## src/rtl/bp_be_pkg.sv

```systemverilog
// bp_be_pkg: integer register format types, processor configs and tag width helper
package bp_be_pkg;
  typedef enum logic [0:0] {e_bp_default_cfg} bp_params_e;
  localparam int cfg_dword_width_gp [1] = '{64};
  typedef enum logic [1:0] {
    e_int_byte  = 2'd0,
    e_int_hword = 2'd1,
    e_int_word  = 2'd2,
    e_int_dword = 2'd3
  } bp_be_int_tag_e;
  typedef struct packed {
    bp_be_int_tag_e tag;
    logic [63:0]    val;
  } bp_be_int_reg_s;
  function automatic int bp_int_tag_width(bp_be_int_tag_e tag);
    return 8 << tag;
  endfunction
endpackage

```

## src/rtl/bp_be_int_unbox.sv

```systemverilog
// bp_be_int_unbox: combinational unbox of a tagged integer register to a raw dword
module bp_be_int_unbox
  import bp_be_pkg::*;
 (input  bp_be_int_reg_s reg_i,
  input  bp_be_int_tag_e req_tag_i,
  input  logic           unsigned_i,
  output logic [63:0]    raw_o,
  output logic           narrow_o);
  bp_be_int_tag_e eff;
  logic [63:0] mask;
  logic s;
  always_comb begin
    eff = (req_tag_i < reg_i.tag) ? req_tag_i : reg_i.tag;
    mask = {64{1'b1}} >> (64 - bp_int_tag_width(eff));
    // a boxed sub-dword keeps its sign in val[63]; truncation takes the new top bit
    s = (eff == reg_i.tag && reg_i.tag != e_int_dword) ? reg_i.val[63] : |(reg_i.val & mask & ~(mask >> 1));
    raw_o = (reg_i.val & mask) | ({64{s & ~unsigned_i}} & ~mask);
    narrow_o = req_tag_i < reg_i.tag;
  end
endmodule

```

## src/rtl/bp_be_int_unbox_pipe.sv

```systemverilog
// bp_be_int_unbox_pipe: registered unbox stage with els_p-entry output FIFO.
// BP_BE_INT_UNBOX_MISMATCH_CNT_EN adds a saturating count of truncating unboxes.
module bp_be_int_unbox_pipe
  import bp_be_pkg::*;
 #(parameter bp_params_e bp_params_p = e_bp_default_cfg,
   parameter int els_p = 2,
   localparam int dword_width_gp = cfg_dword_width_gp[bp_params_p],
   localparam int dpath_width_gp = dword_width_gp + $bits(bp_be_int_tag_e))
  (input  logic                               clk_i,
   input  logic                               reset_n_i,
   input  logic [dpath_width_gp-1:0]          reg_i,
   input  logic [$bits(bp_be_int_tag_e)-1:0]  req_tag_i,
   input  logic                               unsigned_i,
   input  logic                               v_i,
   output logic                               ready_and_o,
   output logic [dword_width_gp-1:0]          raw_o,
   output logic                               narrow_o,
   output logic                               v_o,
   input  logic                               yumi_i,
   output logic [15:0]                        mismatch_cnt_o);
  localparam int pw_lp = $clog2(els_p);
  localparam int cw_lp = $clog2(els_p + 1);
  localparam logic [pw_lp-1:0] last_lp = pw_lp'(els_p - 1);
  localparam logic [cw_lp-1:0] full_lp = cw_lp'(els_p);
  typedef struct packed {
    logic [dword_width_gp-1:0] raw;
    logic                      narrow;
  } entry_s;
  entry_s mem [els_p];
  entry_s unboxed;
  bp_be_int_reg_s reg_s;
  logic [pw_lp-1:0] wptr, rptr;
  logic [cw_lp-1:0] cnt;
  logic enq, deq;
  assign reg_s = reg_i;
  bp_be_int_unbox unbox (
    .reg_i(reg_s),
    .req_tag_i(bp_be_int_tag_e'(req_tag_i)),
    .unsigned_i,
    .raw_o(unboxed.raw),
    .narrow_o(unboxed.narrow));
  assign v_o = cnt != '0;
  assign ready_and_o = cnt != full_lp;
  assign enq = v_i & ready_and_o;
  assign deq = yumi_i & v_o;
  assign raw_o = mem[rptr].raw;
  assign narrow_o = mem[rptr].narrow;
  always_ff @(posedge clk_i or negedge reset_n_i)
    if (!reset_n_i) begin
      wptr <= '0;
      rptr <= '0;
      cnt <= '0;
      for (int i = 0; i < els_p; i++) mem[i] <= '0;
    end else begin
      if (enq) begin
        mem[wptr] <= unboxed;
        wptr <= (wptr == last_lp) ? '0 : wptr + pw_lp'(1);
      end
      if (deq) rptr <= (rptr == last_lp) ? '0 : rptr + pw_lp'(1);
      cnt <= cnt + cw_lp'(enq) - cw_lp'(deq);
    end
`ifdef BP_BE_INT_UNBOX_MISMATCH_CNT_EN
  logic [15:0] mcnt;
  always_ff @(posedge clk_i or negedge reset_n_i)
    if (!reset_n_i) mcnt <= '0;
    else if (enq & unboxed.narrow & ~&mcnt) mcnt <= mcnt + 16'd1;
  assign mismatch_cnt_o = mcnt;
`else
  assign mismatch_cnt_o = '0;
`endif
`ifndef SYNTHESIS
  a_yumi_needs_v: assert property (@(posedge clk_i) disable iff (!reset_n_i) yumi_i |-> v_o);
`endif
endmodule

```

## config.mk

```make
export PLATFORM = sky130hd
export DESIGN_NAME = bp_be_int_unbox_pipe
export DESIGN_NICKNAME = d
export VERILOG_FILES = /design/src/rtl/bp_be_pkg.sv /design/src/rtl/bp_be_int_unbox.sv /design/src/rtl/bp_be_int_unbox_pipe.sv
export SDC_FILE = /design/constraint.sdc
export NUM_CORES = 1
export LEC_CHECK = 0
export ABC_AREA = 1
export CAP_MARGIN = 5
export CORE_UTILIZATION = 51
export DETAILED_ROUTE_END_ITERATION = 8
export PLACE_DENSITY_LB_ADDON = 0.1
export SETUP_SLACK_MARGIN = 0.3
export SYNTH_ARGS = -nofsm -noshare
export SYNTH_HDL_FRONTEND = slang
export SYNTH_SLANG_ARGS = --single-unit
```

## constraint.sdc

```tcl
create_clock -name clk_i -period 1.9 [get_ports clk_i]
set_input_delay 0.475 -clock clk_i [delete_from_list [all_inputs] [get_ports clk_i]]
set_output_delay 0.475 -clock clk_i [all_outputs]
set_load 0.03 [all_outputs]
```

# After elaboration in Yosys (flattened, before gate mapping)
# Index checks and enable logic that the tools add are counted.
dict set report totals {
  memories 0
  mem_bits_ro 0
  input_bits 73
  latch_bits 0
  mem_bits_rw 0
  register_bits 134
}
dict set report op_classes {
  n_eq_ne 3
  reduce_logical 4
  bitwise_logic 12
  magnitude_cmp 4
  shift 2
  mux 10
  div 0
  add_sub_neg 5
  n_mul 0
}
# op count
set ops {}
lappend ops {{two-way mux 65 bit} 4}
lappend ops {{bitwise AND 64 bit} 3}
lappend ops {{bitwise mux 130 bit} 1}
lappend ops {{demux 65 bit (select 1 bit)} 1}
lappend ops {{NOT 63 -> 64 bit} 1}
lappend ops {{NOT 64 bit} 1}
lappend ops {{OR 64 bit} 1}
lappend ops {{OR reduction 64 bit} 1}
lappend ops {{right shift 64 x 32 -> 64 bit, first input constant} 1}
lappend ops {{left shift 4 x 2 -> 32 bit, first input constant} 1}
lappend ops {{subtractor 8 x 32 -> 32 bit, first input constant} 1}
lappend ops {{>= comparator 2 bit, second input constant} 2}
lappend ops {{inequality test 2 bit, second input constant} 2}
lappend ops {{NOT 1 -> 2 bit} 2}
lappend ops {{bitwise AND 1 bit} 3}
lappend ops {{two-way mux 1 bit} 3}
lappend ops {{adder 1 bit, second input constant} 2}
lappend ops {{adder 2 x 1 -> 2 bit} 1}
lappend ops {{== test 2 bit} 1}
lappend ops {{logical AND 1 bit} 2}
lappend ops {{less-than comparator 2 x 1 -> 1 bit, second input constant} 1}
lappend ops {{less-than comparator 2 bit} 1}
lappend ops {{two-way mux 2 bit} 1}
lappend ops {{nonzero test 2 bit} 1}
lappend ops {{2 further kinds} 2}

# Longest topological paths before layout
# Gate-level depths: netlist (run 1).
dict set report depth {
  word_depth 13
  mapped_depth 16
  mapped_depth_nobuf 15
}

# Hierarchy
# A second synthesis (run 1) with hierarchy kept.
dict set report hier_totals {
  hier_cells 998
  area_unflattened_um2 7278.2
}
# mod area_each_um2 instances cells_each
set modules_own_cells {}
lappend modules_own_cells {bp_be_int_unbox_pipe 6488.7 1 835}
lappend modules_own_cells {bp_be_int_unbox 789.5 1 163}

# Worst setup path before layout (run 1)
# No wires, ideal clock.
dict set report synth_timing {
  path_kind {input to register}
  from {input port reg_i[65]}
  to {register mem[34] in the netlist's numbering}
  path_buffers 1
  slack_ns -0.090
  arrival_ns 1.873
  required_ns 1.784
  path_stages 15
  cell_sequence {inv_1 ha_1 nand2_2 nand2_2 nand2_1 nand3_4 nand3_2 nand3_2 nand2_2 nand2_4 nand3_4 buf_12 nand2_4 nand2_1 nand2_1}
}
dict set report synth_between {
  elab_chain_len 13
}
# element line_no
set synth_rtl {}
lappend synth_rtl {{from (decl)} bp_be_int_unbox_pipe.sv:11} ;# input logic [dpath_width_gp-1:0] reg_i,
lappend synth_rtl {{less-than comparator 2 bit} bp_be_int_unbox.sv:13} ;# eff = (req_tag_i < reg_i.tag) ? req_tag_i : reg_i.tag;
lappend synth_rtl {{two-way mux 2 bit} bp_be_int_unbox.sv:13}
lappend synth_rtl {{left shift 4 x 2 -> 32 bit} bp_be_pkg.sv:16} ;# return 8 << tag;
lappend synth_rtl {{subtractor 8 x 32 -> 32 bit} bp_be_int_unbox.sv:14} ;# mask = {64{1'b1}} >> (64 - bp_int_tag_width(eff));
lappend synth_rtl {{right shift 64 x 32 -> 64 bit} bp_be_int_unbox.sv:14}
lappend synth_rtl {{bitwise AND 64 bit or NOT 63 -> 64 bit (tied branches)} {bp_be_int_unbox.sv:16, bp_be_int_unbox.sv:17}}
lappend synth_rtl {{bitwise AND 64 bit} bp_be_int_unbox.sv:16} ;# s = (eff == reg_i.tag && reg_i.tag != e_int_dword) ? reg_i.val[63] : |(reg_i.val & mask & ~(mask >> 1));
lappend synth_rtl {{OR reduction 64 bit} bp_be_int_unbox.sv:16}
lappend synth_rtl {{two-way mux 1 bit} bp_be_int_unbox.sv:16}
lappend synth_rtl {{bitwise AND 1 bit} bp_be_int_unbox.sv:17} ;# raw_o = (reg_i.val & mask) | ({64{s & ~unsigned_i}} & ~mask);
lappend synth_rtl {{bitwise AND 64 bit} bp_be_int_unbox.sv:17}
lappend synth_rtl {{OR 64 bit (*)} bp_be_int_unbox.sv:17}
lappend synth_rtl {{bitwise mux 130 bit (*)} bp_be_int_unbox_pipe.sv:56} ;# mem[wptr] <= unboxed;
lappend synth_rtl {{to (signal, indexed assignment)} bp_be_int_unbox_pipe.sv:56}
lappend synth_rtl {{to (decl)} bp_be_int_unbox_pipe.sv:29} ;# entry_s mem [els_p];
# Mark *: on every way between the ends. The rest lies on a longest branch, timed or not.
# A chain may end at the register's enable or synchronous reset.

# Worst setup path in the final report (run 1)
dict set report layout_timing {
  from {register rptr}
  to {output port raw_o[59]}
}
dict set report layout_between {
  elab_chain_len 4
}
# element line_no
set layout_rtl {}
lappend layout_rtl {{from (decl)} bp_be_int_unbox_pipe.sv:32} ;# logic [pw_lp-1:0] wptr, rptr;
lappend layout_rtl {{from (signal assigned)} bp_be_int_unbox_pipe.sv:59} ;# if (deq) rptr <= (rptr == last_lp) ? '0 : rptr + pw_lp'(1);
lappend layout_rtl {{NOT 1 -> 2 bit (implied by the code)} bp_be_int_unbox_pipe.sv:46} ;# assign raw_o = mem[rptr].raw;
lappend layout_rtl {{two-way mux 65 bit (3 in series)} -}
lappend layout_rtl {{to (decl)} bp_be_int_unbox_pipe.sv:16} ;# output logic [dword_width_gp-1:0] raw_o,
# No other way between the ends. The select of a mux whose other input is x is not followed.

==> results of run 1 <==
[where the power goes]
part           leakage, nW  switching, mW  internal [mW]
clock network        0.288           1.22           2.05
logic                 3.76           6.22           4.48
registers             1.73          0.823           4.15
[layout make-up]
| cell class | count | share of cell area |
|---|---|---|
| diodes | 1 | 0.000230 |
| inverters | 26 | 0.0101 |
| well taps | 176 | 0.0202 |
| multi-input cells | 737 | 0.379 |
| clock buffers | 22 | 0.0445 |
| clock inverters | 9 | 0.00919 |
| repair buffers | 207 | 0.229 |
| flip-flops and latches | 134 | 0.308 |
[repair_timing]
action                                 4_1_cts  5_1_grt
setup endpoints to repair                  179      177
hold buffers                                 1        0
cloned                                       7        5
endpoints found under the hold margin       33        0
resized for setup                          165      229
pin swaps                                   19      107
buffers inserted                             9        2
[kinds of logic after synthesis]
kind of cell / share of synthesized area
other: 0.000531
AND/OR/NAND/NOR: 0.416
AO/OA/AOI/OAI: 0.0128
adder cells (fa/ha/maj): 0.0106
flip-flops: 0.475
XOR/XNOR: 0.00372
buffers and inverters: 0.0815
[flip-flops by register name (all words and copies together), names as in the netlist]
signal  flops
cnt         2
mem       130
wptr        1
rptr        1
[synthesized netlist by cell type]
cell,n
inv_2,2
inv_1,24
ha_1,6
clkbuf_1,24
clkbuf_8,3
buf_6,7
conb_1,1
o21ai_0,18
nand3_1,5
buf_1,3
xor2_1,1
nand4_1,1
dfrtp_1,134
nand3_2,3
dlymetal6s4s_1,1
or2_2,1
dlymetal6s2s_1,1
buf_4,18
xnor2_1,2
nand3_4,3
nand2_2,6
nand2_4,32
dlygate4sd1_1,3
nor2_1,1
nand2_1,641
buf_2,2
buf_12,3
nor2_2,1
[worst paths after layout]
path                           start        end  slack [ns]
max in group asynchronous  reset_n_i       rptr        0.81
min in group asynchronous  reset_n_i    mem[69]        0.52
hold reg to reg             mem[103]   mem[103]        0.47
setup / recovery                rptr  raw_o[59]       -0.12
setup reg to reg              cnt[1]    mem[72]        0.38
hold / removal              mem[103]   mem[103]        0.47
[worst reg2reg max path: cells and delay by family (launching register included)]
kind,cells,cell delay (ns)
AO/OA/AOI/OAI,1,0.17
flip-flops,1,0.39
buffers and inverters,2,0.48
AND/OR/NAND/NOR,3,0.35
[stage by stage]
step	cell area [um^2]	cells
6_report	10900	1312
5_1_grt	10900	1312
4_1_cts	10100	1304
3_5_place_dp	8730	1256
3_3_place_gp	8730	1256
2_1_floorplan	7250	962
[metal layers]
layer  track usage  part of all wire
met1         0.369              0.40
met2         0.476              0.52
met3        0.0580             0.063
met4         0.102             0.015
met5             0                 0
==> key figures, run 1 <==
Run status
  • Outcome: finished, violations left
  • Violated checks: setup timing

Setup path
  • Worst setup SP type: flop
  • Worst Path Required: 1.42 ns
  • Buf+Inv Stages, Crit Path: 3
  • Max stage delay on crit path: 0.48 ns
  • Worst path depth: 5
  • Cell family with the largest share of critical-path delay: flip-flops
  • Worst R2R Path Depth: 6
  • CP max-delay cell: dfrtp_2
  • WS Path Type: reg -> out
  • Critical path peak fanout: 8
  • Worst path cell trace: buf_12, buf_16, nand2_1, nand2_2, buf_6
  • Crit path DAT: 1.54 ns
  • Endpoint type of the worst setup path: primary output

Floorplan
  • Starting density of the core: 0.529
  • Die Span X: 120 um
  • Num ports: 156
  • Full die area: 0.0143 mm^2
  • Die H: 120 um
  • Placeable core region: 0.0133 mm^2
  • Cell Rows: 42

STA
  • Sum Neg Setup Slack: -5.14 ns
  • FMAX: 496 MHz
  • Worst Skew: 0.00554 ns
  • Final hold vios: 0
  • Pins Over Slew Limit: 0
  • Worst hold slack: 0.468 ns
  • Part of the cycle the worst path needs: 1.06
  • Finish-stage setup viols: 65
  • RSZ-0062 raised after global routing: yes
  • Fin crit period: 2.02 ns
  • Final WS setup: -0.116 ns

Placed design
  • Routability cong.: 0.776
  • DP Wirelength: 11000 um
  • Pre-CTS setup slack: -0.706 ns
  • Port Buffer Count: 139

Synth
  • Synthesized instance count: 947
  • #FFs+latches synth: 134
  • Warnings, synthesis: 0
  • Sequential share of the synthesized area: 0.475
  • Synth Cell Area: 0.00706 mm^2
  • Synth area leader: dfrtp_1
  • Mean area per synthesized cell: 7.45 um^2
  • Post-synth top area share: 0.475
  • Cell variety after synth: 28
  • Area contributors post-synth: dfrtp_1 48%, nand2_1 34%, nand2_4 5.1%

Global routing
  • Initial antenna violation count: 1
  • GR Overflow Total: 0
  • First-pass GRT wire length: 31300 um
  • Vias in the first global route: 6203
  • Largest net degree at the start of global routing: 57
  • GRT Util Overall: 0.286

Clocking
  • CTS tree: done
  • Inserted Clock Buffers: 17
  • # H-tree levels: 4
  • CTS Root Cell: clkbuf_16
  • Clock Sinks: 134
  • CTS Buffer Depth: 2
  • Reg clk slew, reported paths: 0.06 ns
  • Latest clock arrival within the worst-skew pair: 0.43 ns

Final layout
  • Filler cells: 866
  • Most frequent cells in the layout: 416 x nand2_1, 184 x nand2_2, 133 x dfrtp_1, 79 x nand2_4, 75 x buf_6
  • Core Util, Final: 0.816
  • Multi-input logic area: 0.00413 mm^2
  • Fin nets: 1202
  • Most common cell after layout, fill and taps aside: nand2_1
  • Share of layout cells above drive strength 1: 0.408
  • Layout area overhead: 54.3%
  • FF/Latch Area: 0.00335 mm^2

Flow run
  • Max_cap viols: 0

Pwr
  • Maximum VDD drop: 1.16 mV
  • Static Leak: 5.77 nW
  • Power Dens Cells: 1740 mW/mm^2
  • Power Total: 18.9 mW

Worst hold path
  • Hold crit path type: reg -> reg
  • Hold depth: 2

Drt
  • Antenna-violating nets left: 0
  • Initial DRC count: 466
  • DRC violations left: 0
  • Routed len/inst: 15.9 um
  • First-pass DRT Iterations: 4
  • Via-to-Cell Ratio: 5.02
  • Post-Route WL: 20900 um
  • Vias: 6580
(Power assumes the default switching activity.)
==> run 2, diff against run 1 <==
--- a/config.mk
+++ b/config.mk
@@ -8,7 +8,9 @@
 export ABC_AREA = 1
 export CAP_MARGIN = 5
 export CORE_UTILIZATION = 51
+export CTS_CLUSTER_DIAMETER = 30
 export DETAILED_ROUTE_END_ITERATION = 8
+export HOLD_SLACK_MARGIN = 0.06
 export PLACE_DENSITY_LB_ADDON = 0.1
 export SETUP_SLACK_MARGIN = 0.3
 export SYNTH_ARGS = -nofsm -noshare
==> constraint.sdc (replaced) <==
create_clock -name clk_i -period 2.2 [get_ports clk_i]
set_input_delay 0.55 -clock clk_i [delete_from_list [all_inputs] [get_ports clk_i]]
set_output_delay 0.55 -clock clk_i [all_outputs]
set_load 0.03 [all_outputs]
==> run 2 against run 1 <==
The run now ends clean; via count decreased by 1.8%; die area is the same; power shrank 16%; sequential power decreased by 13%; wire length shrank 5.0%; clock-buffer cell count rose by 3; clock power decreased by 12%; register-to-register slack better by 0.19 ns; final cell count down 0.99%; sequential share of layout area increased by 1.5 points; critical endpoint is now raw_o[26]; largest cell class unchanged.
==> key figures, run 2 (synthesis gave the netlist of run 1 again) <==
Final layout
  • Non-Filler Instances: 1299
  • Core Util, Final: 0.778
  • Fin nets: 1189
  • Most frequent cells in the layout: 530 x nand2_1, 133 x dfrtp_1, 74 x nand2_4, 74 x nand2_2, 67 x clkdlybuf4s50_1
  • Multi-input logic area: 0.00376 mm^2
  • Biggest register: mem
  • Layout area overhead: 47.2%
  • Largest registers: mem (130), cnt (2)
  • Finished Cell Area: 0.0104 mm^2
  • Max FFs per register: 130
  • Most common cell after layout, fill and taps aside: nand2_1
  • Share of layout cells above drive strength 1: 0.297
  • N_diodes: 0
  • Filler cells: 906
  • FF/Latch Area: 0.00335 mm^2

Pwr
  • Power Dens Cells: 1530 mW/mm^2
  • Reg power frac: 0.271
  • Clk pwr share: 0.181
  • Psw: 6.88 mW
  • Static Leak: 5.70 nW
  • Cell-internal power: 9.01 mW
  • Logic gate share of total power: 0.548
  • Switch share: 0.433
  • Maximum VDD drop: 0.946 mV

Drt
  • Routed len/inst: 15.3 um
  • Post-Route WL: 19800 um
  • Initial DRC count: 430
  • Antenna-violating nets left: 0
  • DRC violations left: 0
  • Via-to-Cell Ratio: 4.97
  • First-pass DRT Iterations: 6
  • Vias: 6459

Setup path
  • CP startpoint: rptr
  • RR Endpoint: cnt[1]
  • Critical path peak fanout: 8
  • Endpoint type of the worst setup path: primary output
  • R2R setup slack: 0.57 ns
  • Worst Path Required: 1.65 ns
  • WS Path Type: reg -> out
  • Worst setup SP type: flop
  • Reg2reg start: cnt[1]
  • Worst R2R Path Depth: 7
  • CP endpoint: raw_o[26]
  • Crit path DAT: 1.56 ns

Floorplan
  • Die H: 120 um
  • Die Span X: 120 um
  • Full die area: 0.0143 mm^2
  • Starting density of the core: 0.529
  • Cell Rows: 42
  • Placeable core region: 0.0133 mm^2
  • Num ports: 156

STA
  • Pins Over Slew Limit: 0
  • Worst Skew: 0.00759 ns
  • Fin crit period: 2.11 ns
  • Final hold vios: 0
  • Part of the cycle the worst path needs: 0.958
  • FMAX: 475 MHz
  • RSZ-0062 raised after global routing: yes
  • Finish-stage setup viols: 0

Global routing
  • GRT Util Overall: 0.274
  • Largest net degree at the start of global routing: 67
  • GR Overflow Total: 0
  • First-pass GRT wire length: 30100 um
  • Initial antenna violation count: 0
  • Vias in the first global route: 6175

Clocking
  • # H-tree levels: 4
  • Clock Sinks: 134
  • Inserted Clock Buffers: 17
  • Number of hold buffers added after cts: 0
  • CTS Buffer Depth: 2
  • Latest clock arrival within the worst-skew pair: 0.42 ns
  • CTS tree: done
  • Reg clk slew, reported paths: 0.05 ns
  • CTS Root Cell: clkbuf_16

Placed design
  • Port Buffer Count: 139
  • Routability cong.: 0.774
  • Placement Cell Area: 0.00856 mm^2
  • DP Wirelength: 10900 um
  • Placed cells: 1242

Run status
  • Outcome: complete, no violations

Flow run
  • Max_cap viols: 0

Worst hold path
  • Hold crit path type: in -> async
## run 2: per-layer routing
layer	global-route usage	vias to the layer above	part of all wire
met4	0.0828	0	0.022
met3	0.0575	41	0.056
met1	0.351	3053	0.42
met5	0	-	0
li1	-	3141	-
met2	0.466	224	0.51
## run 2: repair_timing
item                       in CTS  in global routing
resized for setup             163                177
setup endpoints to repair     179                177
buffers inserted               11                  3
cloned                          7                  4
pin swaps                       4                 52
## run 2: worst min-delay path by stage
| stage | start | to | slack (ns) | cells after the start |
|---|---|---|---|---|
| 3_3_place_gp | mem[24] | mem[24] | 0.46 | 2 |
| 6_report | reset_n_i | mem[69] | 0.07 | 1 |
| 3_5_place_dp | mem[41] | mem[41] | 0.46 | 2 |
| 5_1_grt | reset_n_i | mem[69] | 0.08 | 1 |
| 4_1_cts | reset_n_i | mem[69] | 0.07 | 1 |
| 2_1_floorplan | reset_n_i | cnt[0] | 0.25 | 0 |
## run 2: critical path, stage by stage (launching register included)
cell       delay, ns
dfrtp_2         0.45
buf_8           0.16
clkinv_16       0.08
clkbuf_16       0.18
nand2_1         0.06
nand2_1         0.07
buf_6           0.13
## run 2: cell type report
| type | instances | area share |
|---|---|---|
| multi-input combinational | 737 | 0.362 |
| timing repair buffer | 194 | 0.223 |
| inverter | 26 | 0.0124 |
| tap | 176 | 0.0212 |
| clock buffer | 25 | 0.0496 |
| sequential | 134 | 0.323 |
| clock inverter | 7 | 0.00879 |
## run 2: per-stage QoR
stage                     worst slack (ns)  total power, mW  hold slack [ns]  TNS, ns
after floorplan                      0.216             8.43            0.254        0
after global placement              -0.397             10.7            0.461   -39.37
after detailed placement            -0.447             10.8            0.465   -43.19
after CTS                           0.0834             14.7           0.0699        0
after global routing                0.0494             16.7           0.0821        0
final                               0.0933             15.9           0.0666        0
## run 2: power groups by stage
| stage | Clock (mW) | Sequential [mW] | Combinational, mW |
|---|---|---|---|
| floorplan | 0 | 4.02 | 4.41 |
| global placement | 0 | 4.15 | 6.56 |
| detailed placement | 0 | 4.18 | 6.63 |
| CTS | 2.90 | 4.17 | 7.67 |
| global route | 3.01 | 4.43 | 9.29 |
| finish | 2.87 | 4.31 | 8.71 |
==> run 3, diff against run 2 <==
--- a/config.mk
+++ b/config.mk
@@ -12,7 +12,7 @@
 export DETAILED_ROUTE_END_ITERATION = 8
 export HOLD_SLACK_MARGIN = 0.06
 export PLACE_DENSITY_LB_ADDON = 0.1
-export SETUP_SLACK_MARGIN = 0.3
+export SETUP_SLACK_MARGIN = 0.4
 export SYNTH_ARGS = -nofsm -noshare
 export SYNTH_HDL_FRONTEND = slang
 export SYNTH_SLANG_ARGS = --single-unit
==> constraint.sdc (replaced) <==
create_clock -name clk_i -period 2 [get_ports clk_i]
set_input_delay 0.5 -clock clk_i [delete_from_list [all_inputs] [get_ports clk_i]]
set_output_delay 0.5 -clock clk_i [all_outputs]
set_load 0.03 [all_outputs]
==> run 3 against run 2 <==
The flow now finishes with violations (setup timing); clock power is 3% higher; worst hold slack gained 0.40 ns; core utilization increased by 3.2 points; cell area grew 4.2%; sequential cell count unchanged; via count up 3.1%; global-route usage increased by 0.68 points; critical path depth stayed put; clock-buffer cell count shrank 3; power is 12% higher; critical endpoint is now raw_o[51].
==> key figures, run 3 (synthesis gave the netlist of run 1 again) <==
Run status
  • Outcome: finished, violations left
  • Violated checks: setup timing

Floorplan
  • Full die area: 0.0143 mm^2
  • Die Span X: 120 um
  • Starting density of the core: 0.529
  • Die H: 120 um
  • Cell Rows: 42
  • Placeable core region: 0.0133 mm^2
  • Num ports: 156

Pwr
  • Power Total: 17.8 mW
  • Power Dens Cells: 1640 mW/mm^2
  • Static Leak: 5.73 nW
  • Maximum VDD drop: 0.911 mV

Global routing
  • Layer carrying the most global-route usage: met2
  • Routing usage on met3: 0.0423
  • First-pass GRT wire length: 31200 um
  • GR Overflow Total: 0
  • Vias in the first global route: 6360
  • Met2 Use GR: 0.474
  • Initial antenna violation count: 0
  • Met1 Resource Use GR: 0.367
  • GRT Util Overall: 0.281
  • Largest net degree at the start of global routing: 48

Final layout
  • Non-Filler Instances: 1313
  • Share of layout cells above drive strength 1: 0.397
  • Most common cell after layout, fill and taps aside: nand2_1
  • Core Util, Final: 0.811
  • Most frequent cells in the layout: 428 x nand2_1, 178 x nand2_2, 133 x dfrtp_1, 74 x buf_6, 73 x nand2_4
  • Largest registers: mem (130), cnt (2)
  • Fin nets: 1204
  • Max FFs per register: 130
  • Layout area overhead: 53.3%
  • N_diodes: 0
  • Biggest register: mem

Drt
  • Antenna-violating nets left: 0
  • Via-to-Cell Ratio: 5.07
  • Routed len/inst: 15.8 um
  • DRC violations left: 0
  • Initial DRC count: 393
  • First-pass DRT Iterations: 6
  • Vias: 6659
  • Post-Route WL: 20700 um

Flow run
  • Max_cap viols: 0

Clocking
  • CTS Root Cell: clkbuf_16
  • CTS Buffer Depth: 2
  • # H-tree levels: 4
  • CTS tree: done
  • Latest clock arrival within the worst-skew pair: 0.42 ns
  • Reg clk slew, reported paths: 0.06 ns
  • Inserted Clock Buffers: 17
  • Clock Sinks: 134

STA
  • Part of the cycle the worst path needs: 1.02
  • RSZ-0062 raised after global routing: yes
  • Pins Over Slew Limit: 0
  • FMAX: 492 MHz
  • Final hold vios: 0
  • Final WS setup: -0.0343 ns
  • Finish-stage setup viols: 36
  • Sum Neg Setup Slack: -0.405 ns
  • Worst Skew: 0.00651 ns
  • Fin crit period: 2.03 ns

Placed design
  • Routability cong.: 0.802
  • Port Buffer Count: 139
  • Placed cells: 1252
  • DP Wirelength: 11100 um

Setup path
  • Worst path cell trace: clkinv_4, buf_12, clkbuf_16, nand2_2, nand2_2, buf_6
  • WS Path Type: reg -> out
  • Max stage delay on crit path: 0.44 ns
  • Worst setup SP type: flop
  • Worst Path Required: 1.50 ns
  • R2R setup slack: 0.44 ns
  • Cell family with the largest share of critical-path delay: buffers and inverters
  • Crit path DAT: 1.53 ns
  • Endpoint type of the worst setup path: primary output
  • Most frequent CP cell: nand2_2
  • Buf+Inv Stages, Crit Path: 4
  • Critical path peak fanout: 8
  • CP max-delay cell: dfrtp_2

Worst hold path
  • Hold crit path type: reg -> reg
-- run 3: cell types whose count changed in the layout (fill, tap and decap cells not counted), sizes merged --
| cell | delta |
|---|---|
| bufinv | -1 |
| dlygate4sd3 | +1 |
| clkbuf | -1 |
| clkinv | +1 |
| buf | +12 |
| clkinvlp | +2 |
-- run 3: cell type report --
cell class	instances	area, um^2
Inverter	26	108
Clock inverter	9	77.6
Clock buffer	22	474
Multi-Input combinational cell	737	4060
Tap cell	176	220
Fill cell	847	2520
Timing Repair Buffer	209	2530
Sequential cell	134	3350
-- run 3: path summary, 6_finish.rpt --
| path | start | end | cells past startpoint |
|---|---|---|---|
| max reg2reg | cnt[1] | mem[110] | 9 |
| max in group asynchronous | reset_n_i | mem[104] | 3 |
| min in group asynchronous | reset_n_i | mem[70] | 2 |
| min reg2reg | mem[57] | mem[57] | 2 |
| max | rptr | raw_o[51] | 6 |
| min | mem[57] | mem[57] | 2 |
-- run 3: layer usage --
metal	part of all wire	wire [um]
met5	0	0
met2	0.50	10500
met3	0.056	1160
met4	0.025	523
met1	0.41	8570
-- run 3: through the flow --
| step | cell area (um^2) | worst slack [ns] | hold WS [ns] |
|---|---|---|---|
| 6_report | 10800 | -0.0343 | 0.471 |
| 5_1_grt | 10800 | -0.0640 | 0.493 |
| 4_1_cts | 10200 | -0.0193 | 0.480 |
| 3_3_place_gp | 8750 | -0.588 | 0.461 |
| 2_1_floorplan | 7280 | 0.0951 | 0.204 |
| 3_5_place_dp | 8750 | -0.661 | 0.465 |
-- run 3: worst reg2reg max path, cell delays in order, from the launching register on --
cell and delay [ns]:
dfrtp_1 0.39, buf_6 0.13, nand2_4 0.06, buf_4 0.11, nand2_1 0.11, nor2_4 0.19, inv_2 0.08, buf_12 0.19
nand2_1 0.12, nand2_1 0.08
-- run 3: what timing repair did --
action                                 CTS  global route
endpoints found under the hold margin   43             0
pin swaps                               17            83
gates cloned                             5             8
buffers inserted                        12             4
resized for setup                      190           168
hold buffers                             1             0
setup endpoints to repair              179           179
-- run 3: power by group --
| group | internal [mW] | switching, mW | total [mW] |
|---|---|---|---|
| Combinational | 4.27 | 5.86 | 10.1 |
| Sequential | 3.94 | 0.757 | 4.69 |
| Clock | 1.79 | 1.17 | 2.95 |
